$ cat config.mk
export PLATFORM = sky130hd
export DESIGN_NAME = majority_vote_debounce
export DESIGN_NICKNAME = d
export VERILOG_FILES = /design/src/rtl/majority_pkg.sv /design/src/rtl/majority_vote_debounce_popcount_tree.sv /design/src/rtl/majority_vote_debounce.sv
export SDC_FILE = /design/constraint.sdc
export NUM_CORES = 1
export LEC_CHECK = 0
export BUFFER_PORTS_ARGS = -buffer_cell sky130_fd_sc_hd__buf_2
export CAP_MARGIN = 40
export CELL_PAD_IN_SITES_DETAIL_PLACEMENT = 1
export CELL_PAD_IN_SITES_GLOBAL_PLACEMENT = 2
export CORE_MARGIN = 5
export CORE_UTILIZATION = 32
export CTS_CLUSTER_SIZE = 25
export DETAILED_ROUTE_END_ITERATION = 7
export GPL_ROUTABILITY_DRIVEN = 1
export PLACE_DENSITY_LB_ADDON = 0.1
export RECOVER_POWER = 100
export SLEW_MARGIN = 5
export SYNTH_ARGS = -nofsm -noshare
export SYNTH_HDL_FRONTEND = slang
export SYNTH_SLANG_ARGS = --single-unit
$ cat constraint.sdc
create_clock -name clk -period 3.3 [get_ports clk]
set_input_delay 0.33 -clock clk [delete_from_list [all_inputs] [get_ports clk]]
set_output_delay 0.33 -clock clk [all_outputs]
set_load 0.03 [all_outputs]
$ cat src/rtl/majority_pkg.sv
// Shared types and helpers for the majority/threshold voter with debounce.
package majority_pkg;

  localparam int N_DEF    = 5;
  localparam int HOLD_DEF = 3;
  localparam int CW       = $clog2(N_DEF + 1);
  localparam int HW       = $clog2(HOLD_DEF + 1);

  typedef enum logic {
    STABLE  = 1'b0,
    PENDING = 1'b1
  } db_state_e;

  function automatic logic [CW-1:0] popcount(input logic [N_DEF-1:0] v);
    logic [CW-1:0] c;
    c = '0;
    for (int i = 0; i < N_DEF; i++) begin
      c = c + CW'(v[i]);
    end
    return c;
  endfunction

endpackage

$ cat src/rtl/majority_vote_debounce_popcount_tree.sv
// Combinational balanced adder tree: counts the ones in an N-bit vector.
module popcount_tree #(
  parameter int N  = 5,
  parameter int CW = $clog2(N + 1)
) (
  input  logic [N-1:0]  bits,
  output logic [CW-1:0] count
);
  import majority_pkg::*;

  generate
    if (N == 1) begin : g_leaf
      assign count = CW'(bits[0]);
    end else begin : g_node
      localparam int NL = N / 2;
      localparam int NR = N - NL;
      localparam int CL = $clog2(NL + 1);
      localparam int CR = $clog2(NR + 1);

      logic [CL-1:0] cl;
      logic [CR-1:0] cr;

      popcount_tree #(.N(NL), .CW(CL)) u_lo (.bits(bits[NL-1:0]), .count(cl));
      popcount_tree #(.N(NR), .CW(CR)) u_hi (.bits(bits[N-1:NL]), .count(cr));

      assign count = CW'(cl) + CW'(cr);
    end
  endgenerate

endmodule

$ cat src/rtl/majority_vote_debounce.sv
// Two-stage N-channel threshold voter with enable mask and a hysteresis
// state machine that flips the vote only after HOLD disagreeing samples.
module majority_vote_debounce #(
  parameter int   N          = 5,
  parameter int   CW         = $clog2(N + 1),
  parameter int   HOLD       = 3,
  parameter int   HW         = $clog2(HOLD + 1),
  parameter logic RESET_VOTE = 1'b0
) (
  input  logic          clk,
  input  logic          rst,
  input  logic          in_vld,
  input  logic [N-1:0]  in_bits,
  input  logic [N-1:0]  mask,
  input  logic [CW-1:0] thr,
  output logic          out_vld,
  output logic [CW-1:0] count,
  output logic          raw,
  output logic          vote,
  output logic          flip,
  output logic          dissent
);
  import majority_pkg::*;

  function automatic logic dissent_of(input logic [CW-1:0] c,
                                      input logic [CW-1:0] a,
                                      input logic          r);
    if (r) return (c != '0) && (c < a);
    return c != '0;
  endfunction

  logic [CW-1:0] act_c;
  logic          vld_p1;
  logic [N-1:0]  m_p1;
  logic [CW-1:0] act_p1;
  logic [CW-1:0] thr_p1;
  logic [CW-1:0] count_c;
  logic          raw_c;

  db_state_e     state, state_n;
  logic [HW-1:0] dc, dc_n, dc_eff;
  logic          vote_n, flip_n;

  popcount_tree #(.N(N), .CW(CW)) u_act (.bits(mask), .count(act_c));

  // Stage 1: capture masked votes, active-channel count and threshold
  always_ff @(posedge clk) begin
    if (rst) begin
      vld_p1 <= 1'b0;
      m_p1   <= '0;
      act_p1 <= '0;
      thr_p1 <= '0;
    end else begin
      vld_p1 <= in_vld;
      if (in_vld) begin
        m_p1   <= in_bits & mask;
        act_p1 <= act_c;
        thr_p1 <= thr;
      end
    end
  end

  popcount_tree #(.N(N), .CW(CW)) u_cnt (.bits(m_p1), .count(count_c));

  assign raw_c = (count_c >= thr_p1);

  // Stage 2: decision registers; values hold between valid samples
  always_ff @(posedge clk) begin
    if (rst) begin
      out_vld <= 1'b0;
      count   <= '0;
      raw     <= 1'b0;
      dissent <= 1'b0;
    end else begin
      out_vld <= vld_p1;
      if (vld_p1) begin
        count   <= count_c;
        raw     <= raw_c;
        dissent <= dissent_of(count_c, act_p1, raw_c);
      end
    end
  end

  always_comb begin
    dc_eff  = (state == PENDING) ? dc : '0;
    state_n = state;
    dc_n    = dc;
    vote_n  = vote;
    flip_n  = 1'b0;
    if (vld_p1) begin
      if (raw_c == vote) begin
        state_n = STABLE;
        dc_n    = '0;
      end else if (int'(dc_eff) + 1 == HOLD) begin
        vote_n  = raw_c;
        flip_n  = 1'b1;
        dc_n    = '0;
        state_n = STABLE;
      end else begin
        dc_n    = dc_eff + HW'(1);
        state_n = PENDING;
      end
    end
  end

  always_ff @(posedge clk) begin
    if (rst) begin
      state <= STABLE;
      dc    <= '0;
      vote  <= RESET_VOTE;
      flip  <= 1'b0;
    end else begin
      state <= state_n;
      dc    <= dc_n;
      vote  <= vote_n;
      flip  <= flip_n;
    end
  end

endmodule

# == Yosys cells after proc, flatten, opt, wreduce, memory -nomap -nowiden ==
# Cells that the tools add are included.
# op_classes
order_cmp,2
n_eq_ne,2
n_reduce_logical,4
bitwise,3
mux,11
add_sub_neg,10
# op_table
operator,n
1-bit by 1-bit adder with 2-bit output,4
1-bit two-way mux,8
2-bit by 2-bit adder with 3-bit output,2
2-bit two-way mux,3
5-bit AND,1
1-bit by 2-bit adder with 2-bit output,2
2-bit by 1-bit adder with 3-bit output (second input constant),1
3-bit by 2-bit equality test with 1-bit output (second input constant),1
3-bit >= comparator,1
3-bit less-than comparator,1
3-bit AND reduction,1
3-bit nonzero test,1
3-bit OR reduction,1
2-bit by 1-bit adder with 2-bit output (second input constant),1
1-bit NOT,2
1-bit equality test,1
1-bit logical AND,1
# word_totals
out_inout_bits,8
reg_bits,23
input_bits,16
word_cells,44

# == Depth between registers and ports, before layout ==
# Gate-level depths: netlist of the first run.
# logic_depth
word_depth,8
ltp_mapped,9
mapped_depth_nobuf,9

# == Modules after synthesis ==
# A second synthesis of the first run with hierarchy kept.
# hier_totals
cells_unflattened,135
area_unflattened_um2,1273.7
# modules_own_cells
module,instances,area_each_um2,seq_area_each_um2,cells_per_inst
majority_vote_debounce,1,1003.5,460.4,103
popcount_tree (u_act ...),2,51.3,0.0,7
popcount_tree (u_act.g_node.u_hi.g_node.u_hi.g_node.u_hi ...),10,7.5,0.0,1
popcount_tree (u_act.g_node.u_hi.g_node.u_hi ...),4,12.5,0.0,1
popcount_tree (u_act.g_node.u_hi ...),2,21.3,0.0,2

# == Worst setup path after synthesis of the first run ==
# Ideal clock, no wire load.
# synth_timing
path_type,register to register
start,reg m_p1[3]
end,reg dc[0]
required_ns,3.178
period_less_slack_ns,2.656
path_stages_with_launch,10
path_slack_ns,0.644
setup_ns,0.122
n_path_buf,0
arrival_time_ns,2.534
cell_sequence,dfxtp_1 > fa_1 > fa_1 > inv_1 > ha_1 > and2b_1 > o22ai_2 > o21ai_2 > nor4_1 > a221o_1
# synth_between
elab_chain_cells,6
# synth_lines
element,line_no,text
from (decl),majority_vote_debounce.sv:34,logic [N-1:0] m_p1;
from (signal assigned),majority_vote_debounce.sv:56,m_p1 <= in_bits & mask;
1-bit by 1-bit adder with 2-bit output,majority_vote_debounce_popcount_tree.sv:26,assign count = CW'(cl) + CW'(cr);
1-bit by 2-bit adder with 2-bit output,majority_vote_debounce_popcount_tree.sv:26,
2-bit by 2-bit adder with 3-bit output,majority_vote_debounce_popcount_tree.sv:26,
via count_c[0],majority_vote_debounce.sv:37,logic [CW-1:0] count_c;
3-bit >= comparator,majority_vote_debounce.sv:65,assign raw_c = (count_c >= thr_p1);
1-bit equality test,majority_vote_debounce.sv:91,if (raw_c == vote) begin
2-bit two-way mux,majority_vote_debounce.sv:91,
to (signal assigned),majority_vote_debounce.sv:114,dc <= dc_n;
to (decl),majority_vote_debounce.sv:41,"logic [HW-1:0] dc, dc_n, dc_eff;"
# The timed path passes the listed nets, and every way through them passes these cells.
# A chain may end at the register's enable or synchronous reset.

# == Final worst setup path of the first run ==
# Same ends and word-level chain as after synthesis.

==> results of run 1 <==
## power by group through the flow
stage	Clock, uW	Sequential (uW)	Combinational [uW]
finish	131	305	96.2
global route	145	307	111
CTS	140	305	101
detailed placement	0	311	101
global placement	0	311	97.6
floorplan	0	312	69.6
## sequential cells by signal, indices dropped and copies added (netlist names), 2 cells and up
| name | count |
|---|---|
| dc | 2 |
| count | 3 |
| m_p1 | 5 |
| thr_p1 | 3 |
| act_p1 | 3 |
## stage by stage
| step | hold slack [ns] | cell area [um^2] | power (uW) |
|---|---|---|---|
| floorplan | 0.447 | 1140 | 382 |
| global placement | 0.462 | 1290 | 409 |
| detailed placement | 0.476 | 1290 | 413 |
| CTS | 0.236 | 1320 | 546 |
| global route | 0.266 | 1300 | 563 |
| finish | 0.249 | 1300 | 532 |
## tightest hold or removal path, cell delays in order
cell,delay (ns)
buf_2,0.07
mux2i_1,0.05
nor2_1,0.07
## synth_stat cells (all sizes together)
| cell | number |
|---|---|
| ha | 4 |
| inv | 3 |
| or3b | 1 |
| or2 | 1 |
| or2b | 1 |
| a21oi | 6 |
| o21a | 2 |
| nor2b | 2 |
| dfxtp | 23 |
| buf | 4 |
| clkbuf | 1 |
| nand3 | 5 |
| nand2b | 7 |
| nor4 | 3 |
| o22ai | 2 |
| a211oi | 3 |
| a221o | 2 |
| o21ai | 3 |
| nand2 | 8 |
| a21boi | 1 |
| and2b | 1 |
| a221oi | 1 |
| mux2i | 9 |
| a311oi | 1 |
| nor3 | 1 |
| nor2 | 16 |
| xor2 | 3 |
| fa | 4 |
| nand4b | 1 |
## logic make-up after synthesis
| kind of cell | share of synthesized area (%) |
|---|---|
| buffers and inverters | 2.96 |
| AOI/OAI and AO/OA | 14.1 |
| muxes | 7.89 |
| adders and majority gates | 11.4 |
| DFF | 40.3 |
| and+or+nand+nor | 21.0 |
| xor gates and xnor gates | 2.30 |
## layout make-up
| cell class | instances | share of cell area (%) |
|---|---|---|
| clock buffer | 4 | 2.02 |
| timing repair buffer | 23 | 7.89 |
| sequential | 23 | 35.4 |
| tap | 46 | 4.43 |
| multi-input combinational | 88 | 49.4 |
| inverter | 3 | 0.866 |
## worst max path at each step
stage / to / slack, ns / cells past startpoint
after detailed placement: dc[0]$_SDFFE_PP0P_ / 0.41 / 9
after CTS: dc[0]$_SDFFE_PP0P_ / 0.41 / 9
after global routing: dc[1]$_SDFFE_PP0P_ / 0.23 / 9
after floorplan: dc[0]$_SDFFE_PP0P_ / 0.64 / 9
final: dc[0]$_SDFFE_PP0P_ / 0.44 / 9
after global placement: state$_SDFFE_PP0P_ / 0.56 / 9
## cell usage in the layout, fill, tap and decap left out, types with 2 or more instances in the layout
master and n:
dfxtp_1 23, xor2_1 3, a221o_1 2, nor2b_1 2, clkbuf_4 3, fa_1 4, o21a_1 2, inv_1 3
nand2_1 8, nand2b_1 7, clkbuf_1 11, nor2_1 16, mux2i_1 9, buf_2 13, nor4_1 2, nand3_1 5
ha_1 4, a21oi_1 6, a211oi_1 2
## per-layer routing
layer	share of wire [%]	GRT usage (%)
met1	44	12.8
met2	51	19.5
met3	4.0	2.46
met4	1.2	4.47
met5	0	0
==> results.sh, run 1 <==
export IMPL_synth_top_area_share_pct=40.3
export IMPL_numCtsBuffers=3
export IMPL_max_cap_viol_count=0
export IMPL_wl_per_cell_um=13.3
export IMPL_htreeDepth=1
export IMPL_multi_input_area_um2=642
export IMPL_syn_num_nets=143
export IMPL_drtAntennaViolNets=0
export IMPL_skew_ns=0.00613
export IMPL_min_to="thr_p1[0]$_SDFFE_PP0P_"
export IMPL_pwr_share_clk_pct=24.6
export IMPL_worst_pin_slew_ns=0.791
export IMPL_netSwitchingFraction_pct=28.1
export IMPL_rsz0062_at_grt="no"
export IMPL_grt_max_degree=20
export IMPL_start_util_pct=33.7
export IMPL_regArea_um2=460
export IMPL_grt_use_total_pct=11.0
export IMPL_nets=166
export IMPL_ir_drop_uv=154
export IMPL_n_fill_cell=416
export IMPL_crit_fanout=7
export IMPL_power_density_nw_per_um2=409
export IMPL_syn_area_um2=1140
export IMPL_setup_viol=0
export IMPL_cp_end_kind="register"
export IMPL_hp_start="thr[0]"
export IMPL_area_growth_pct=13.8
export IMPL_ff2ff_path_depth=9
export IMPL_power_switching_uw=149
export IMPL_period_needed_ns=2.86
export IMPL_max_freq_mhz=349
export IMPL_p_int_uw=382
export IMPL_gp_congestion=0.723
export IMPL_hp_class="in2reg"
export IMPL_drt_pre_antenna_iters=2
export IMPL_cts_root_buf="clkbuf_4"
export IMPL_fin_util_pct=38.4
export IMPL_clk_path_buf_depth=2
export IMPL_drv_slew=0
export IMPL_ys_seq_area_share_pct=40.3
export IMPL_cts_resized=0
export IMPL_hold_viol_final=0
export IMPL_rows=21
export IMPL_max_stage_delay_ns=0.58
export IMPL_synth_top_area_cell="dfxtp_1"
export IMPL_insertion_delay_ns=0.31
export IMPL_antenna_found_initial=0
export IMPL_n_antenna_cell=0
export IMPL_wirelength_um=2490
export IMPL_setup_tns_ns=0
export IMPL_p_comb_share_pct=18.1
export IMPL_fin_crit_sh_pct=86.7
export IMPL_vias=912
export IMPL_outcome="completed"
export IMPL_startpoint_type="register"
export IMPL_slowest_stage="fa_1"
export IMPL_io_pins=24
export IMPL_critPathBufInv=1
export IMPL_grt_pass1_wl_um=4340
export IMPL_crit_start="m_p1[3]$_SDFFE_PP0P_"
export IMPL_placedCellCount=183
export IMPL_relSlewSlack_pct=47.3
export IMPL_hold_depth=3
export IMPL_synth_distinct_cells=33
export IMPL_cts_sinks=23
export IMPL_grt_overflow=0
export IMPL_hold_buffers=0
export IMPL_io_buffers=23
export IMPL_post_cts_buffers=0
export IMPL_hpwl_um=1980
export IMPL_worstPathCellList="fa_1 > fa_1 > inv_1 > ha_1 > and2b_1 > o22ai_1 > o21ai_2 > nor4_1 > a221o_1"
export IMPL_fp_dieH_um=69.8
export IMPL_die_area_um2=4870
export IMPL_drc_errors=0
export IMPL_core_area_um2=3390
export IMPL_post_place_ws_ns=0.413
export IMPL_layout_setup_ws_ns=0.438
export IMPL_clkTransAtPathRegs_ns=0.13
export IMPL_crit_path_frequent_cell="fa_1"
export IMPL_ys_ff_latch=23
export IMPL_ys_warn_count=0
export IMPL_synth_area_leaders="dfxtp_1 (40%), mux2i_1 (7.9%), fa_1 (7.0%), nor2_1 (5.3%), ha_1 (4.4%)"
export IMPL_first_global_vias=972
export IMPL_critical_path_top_delay_family="adder cells"
export IMPL_crit_type="reg2reg"
export IMPL_cts_tree="done"
export IMPL_cp_arrival_ns=3.08
export IMPL_instances_no_fill=187
export IMPL_crit_required_ns=3.51
export IMPL_power_leakage_uw=0.000549
export IMPL_r2r_slack_ns=0.44
export IMPL_r2r_start="m_p1[3]$_SDFFE_PP0P_"
export IMPL_pwr_share_seq_pct=57.3
export IMPL_drive_gt1_share_pct=14.2
export IMPL_drtIter0Drc=32
export IMPL_r2r_end="dc[0]$_SDFFE_PP0P_"
export IMPL_die_w_um=69.8
export IMPL_syn_inst=119
export IMPL_synth_area_per_cell_um2=9.60
export IMPL_via_per_inst=4.88
Note: power is estimated with default switching activity, not from simulation.
==> inputs of run 2 (changes only) <==
GPL_TIMING_DRIVEN = 0   (was not set)
TNS_END_PERCENT = 30   (was not set)
==> run 2 against run 1 <==
  * Critical path depth is the same
  * Clock power up 4%
  * Count of clock-buffer cells in the layout decreased by 1
  * Non-clock buffer count up 3
  * Sequential power about the same
  * Highest routed layer unchanged
==> results.sh, run 2 (synthesis gave the netlist of run 1 again) <==
export IMPL_max_freq_mhz=338
export IMPL_worstPathCellList="fa_1 > fa_1 > inv_1 > ha_1 > and2b_1 > o22ai_1 > o21ai_2 > xor2_1 > o21ai_0"
export IMPL_slowest_stage="fa_1"
export IMPL_instances_no_fill=190
export IMPL_cts_tree="done"
export IMPL_io_buffers=21
export IMPL_insertion_delay_ns=0.32
export IMPL_hold_buffers=0
export IMPL_fin_util_pct=38.7
export IMPL_drv_slew=0
export IMPL_setup_viol=0
export IMPL_crit_type="reg2reg"
export IMPL_cts_sinks=23
export IMPL_numCtsBuffers=3
export IMPL_antenna_found_initial=0
export IMPL_cp_end_kind="register"
export IMPL_cts_root_buf="clkbuf_4"
export IMPL_first_global_vias=1068
export IMPL_power_leakage_uw=0.000556
export IMPL_vias=925
export IMPL_placedCellCount=186
export IMPL_drtAntennaViolNets=0
export IMPL_gp_congestion=0.724
export IMPL_top_register="m_p1"
export IMPL_area_growth_pct=14.9
export IMPL_n_fill_cell=408
export IMPL_die_area_um2=4870
export IMPL_post_cts_buffers=0
export IMPL_regArea_um2=460
export IMPL_fin_crit_sh_pct=89.6
export IMPL_drt_pre_antenna_iters=4
export IMPL_hpwl_um=2170
export IMPL_ir_drop_uv=165
export IMPL_via_per_inst=4.87
export IMPL_crit_fanout=7
export IMPL_outcome="completed"
export IMPL_core_area_um2=3390
export IMPL_multi_input_area_um2=642
export IMPL_die_w_um=69.8
export IMPL_drc_errors=0
export IMPL_n_antenna_cell=0
export IMPL_cp_arrival_ns=3.18
export IMPL_grt_pass1_wl_um=4690
export IMPL_htreeDepth=1
export IMPL_critical_path_top_delay_family="adder cells"
export IMPL_wl_per_cell_um=14.0
export IMPL_crit_required_ns=3.52
export IMPL_placed_cell_area_um2=1310
export IMPL_drtIter0Drc=22
export IMPL_max_cap_viol_count=0
export IMPL_clkTransAtPathRegs_ns=0.14
export IMPL_wirelength_um=2670
export IMPL_layout_setup_ws_ns=0.342
export IMPL_worst_pin_slew_ns=0.551
export IMPL_clk_path_buf_depth=2
export IMPL_largest_reg_flops=5
export IMPL_cts_resized=0
export IMPL_rows=21
export IMPL_max_stage_delay_ns=0.59
export IMPL_power_density_nw_per_um2=412
export IMPL_layout_commonest_cell="dfxtp_1"
export IMPL_critPathBufInv=1
export IMPL_nets=169
export IMPL_fp_dieH_um=69.8
export IMPL_crit_path_frequent_cell="fa_1"
export IMPL_grt_max_degree=14
export IMPL_skew_ns=0.00613
export IMPL_mostFrequentLayoutCells="dfxtp_1 (23), nor2_1 (16), buf_2 (13), clkbuf_1 (13), mux2i_1 (9)"
export IMPL_design_area_um2=1310
export IMPL_hp_class="in2reg"
export IMPL_relSlewSlack_pct=63.3
export IMPL_grt_overflow=0
export IMPL_grt_use_total_pct=11.7
export IMPL_start_util_pct=33.7
export IMPL_drive_gt1_share_pct=14.6
export IMPL_setup_tns_ns=0
export IMPL_post_place_ws_ns=0.352
export IMPL_period_needed_ns=2.96
export IMPL_hold_viol_final=0
export IMPL_startpoint_type="register"
export IMPL_rsz0062_at_grt="no"
export IMPL_io_pins=24
-- run 2: changes by cell type in the layout (fill, tap and decap cells not counted) --
cell	previous run	this run
clkbuf_1	11	13
clkinv_2	0	1
-- run 2: final timing paths --
kind	startpoint	to	slack, ns	depth (start not counted)
worst max-delay path	m_p1[3]$_SDFFE_PP0P_	dc[1]$_SDFFE_PP0P_	0.34	9
worst min-delay path	thr[0]	thr_p1[0]$_SDFFE_PP0P_	0.24	3
worst max register to register	m_p1[3]$_SDFFE_PP0P_	dc[1]$_SDFFE_PP0P_	0.34	9
worst min register to register	raw$_SDFFE_PP0P_	raw$_SDFFE_PP0P_	0.50	2
-- run 2: stage by stage --
step / power (uW) / hold slack (ns)
floorplan: 382 / 0.447
global placement: 411 / 0.459
detailed placement: 417 / 0.484
CTS: 557 / 0.225
global route: 576 / 0.256
finish: 541 / 0.237
-- run 2: power breakdown --
group | internal (uW) | switching, uW
clock network | 45.4 | 90.9
registers | 292 | 11.0
logic | 44.6 | 57.7
total | 382 | 160
-- run 2: layout make-up --
type	count	area share (%)
Multi-Input combinational cell	88	48.9
Clock buffer	3	1.72
Tap cell	46	4.39
Timing Repair Buffer	21	7.15
Inverter	3	0.858
Clock inverter	1	0.381
Sequential cell	23	35.1
Buffer	5	1.53
-- run 2: worst reg2reg max path, cell delays in order, from the launching register on --
cell and delay (ns):
dfxtp_1 0.35, fa_1 0.49, fa_1 0.59, inv_1 0.07
ha_1 0.26, and2b_1 0.24, o22ai_1 0.13, o21ai_2 0.36
xor2_1 0.26, o21ai_0 0.12
-- run 2: routing by layer --
metal / track usage, % / vias to the layer above / routed length [um]
li1: - / 463 / -
met1: 13.5 / 439 / 1210
met2: 21.0 / 18 / 1310
met3: 2.46 / 5 / 103
met4: 4.47 / 0 / 42
met5: 0 / - / 0
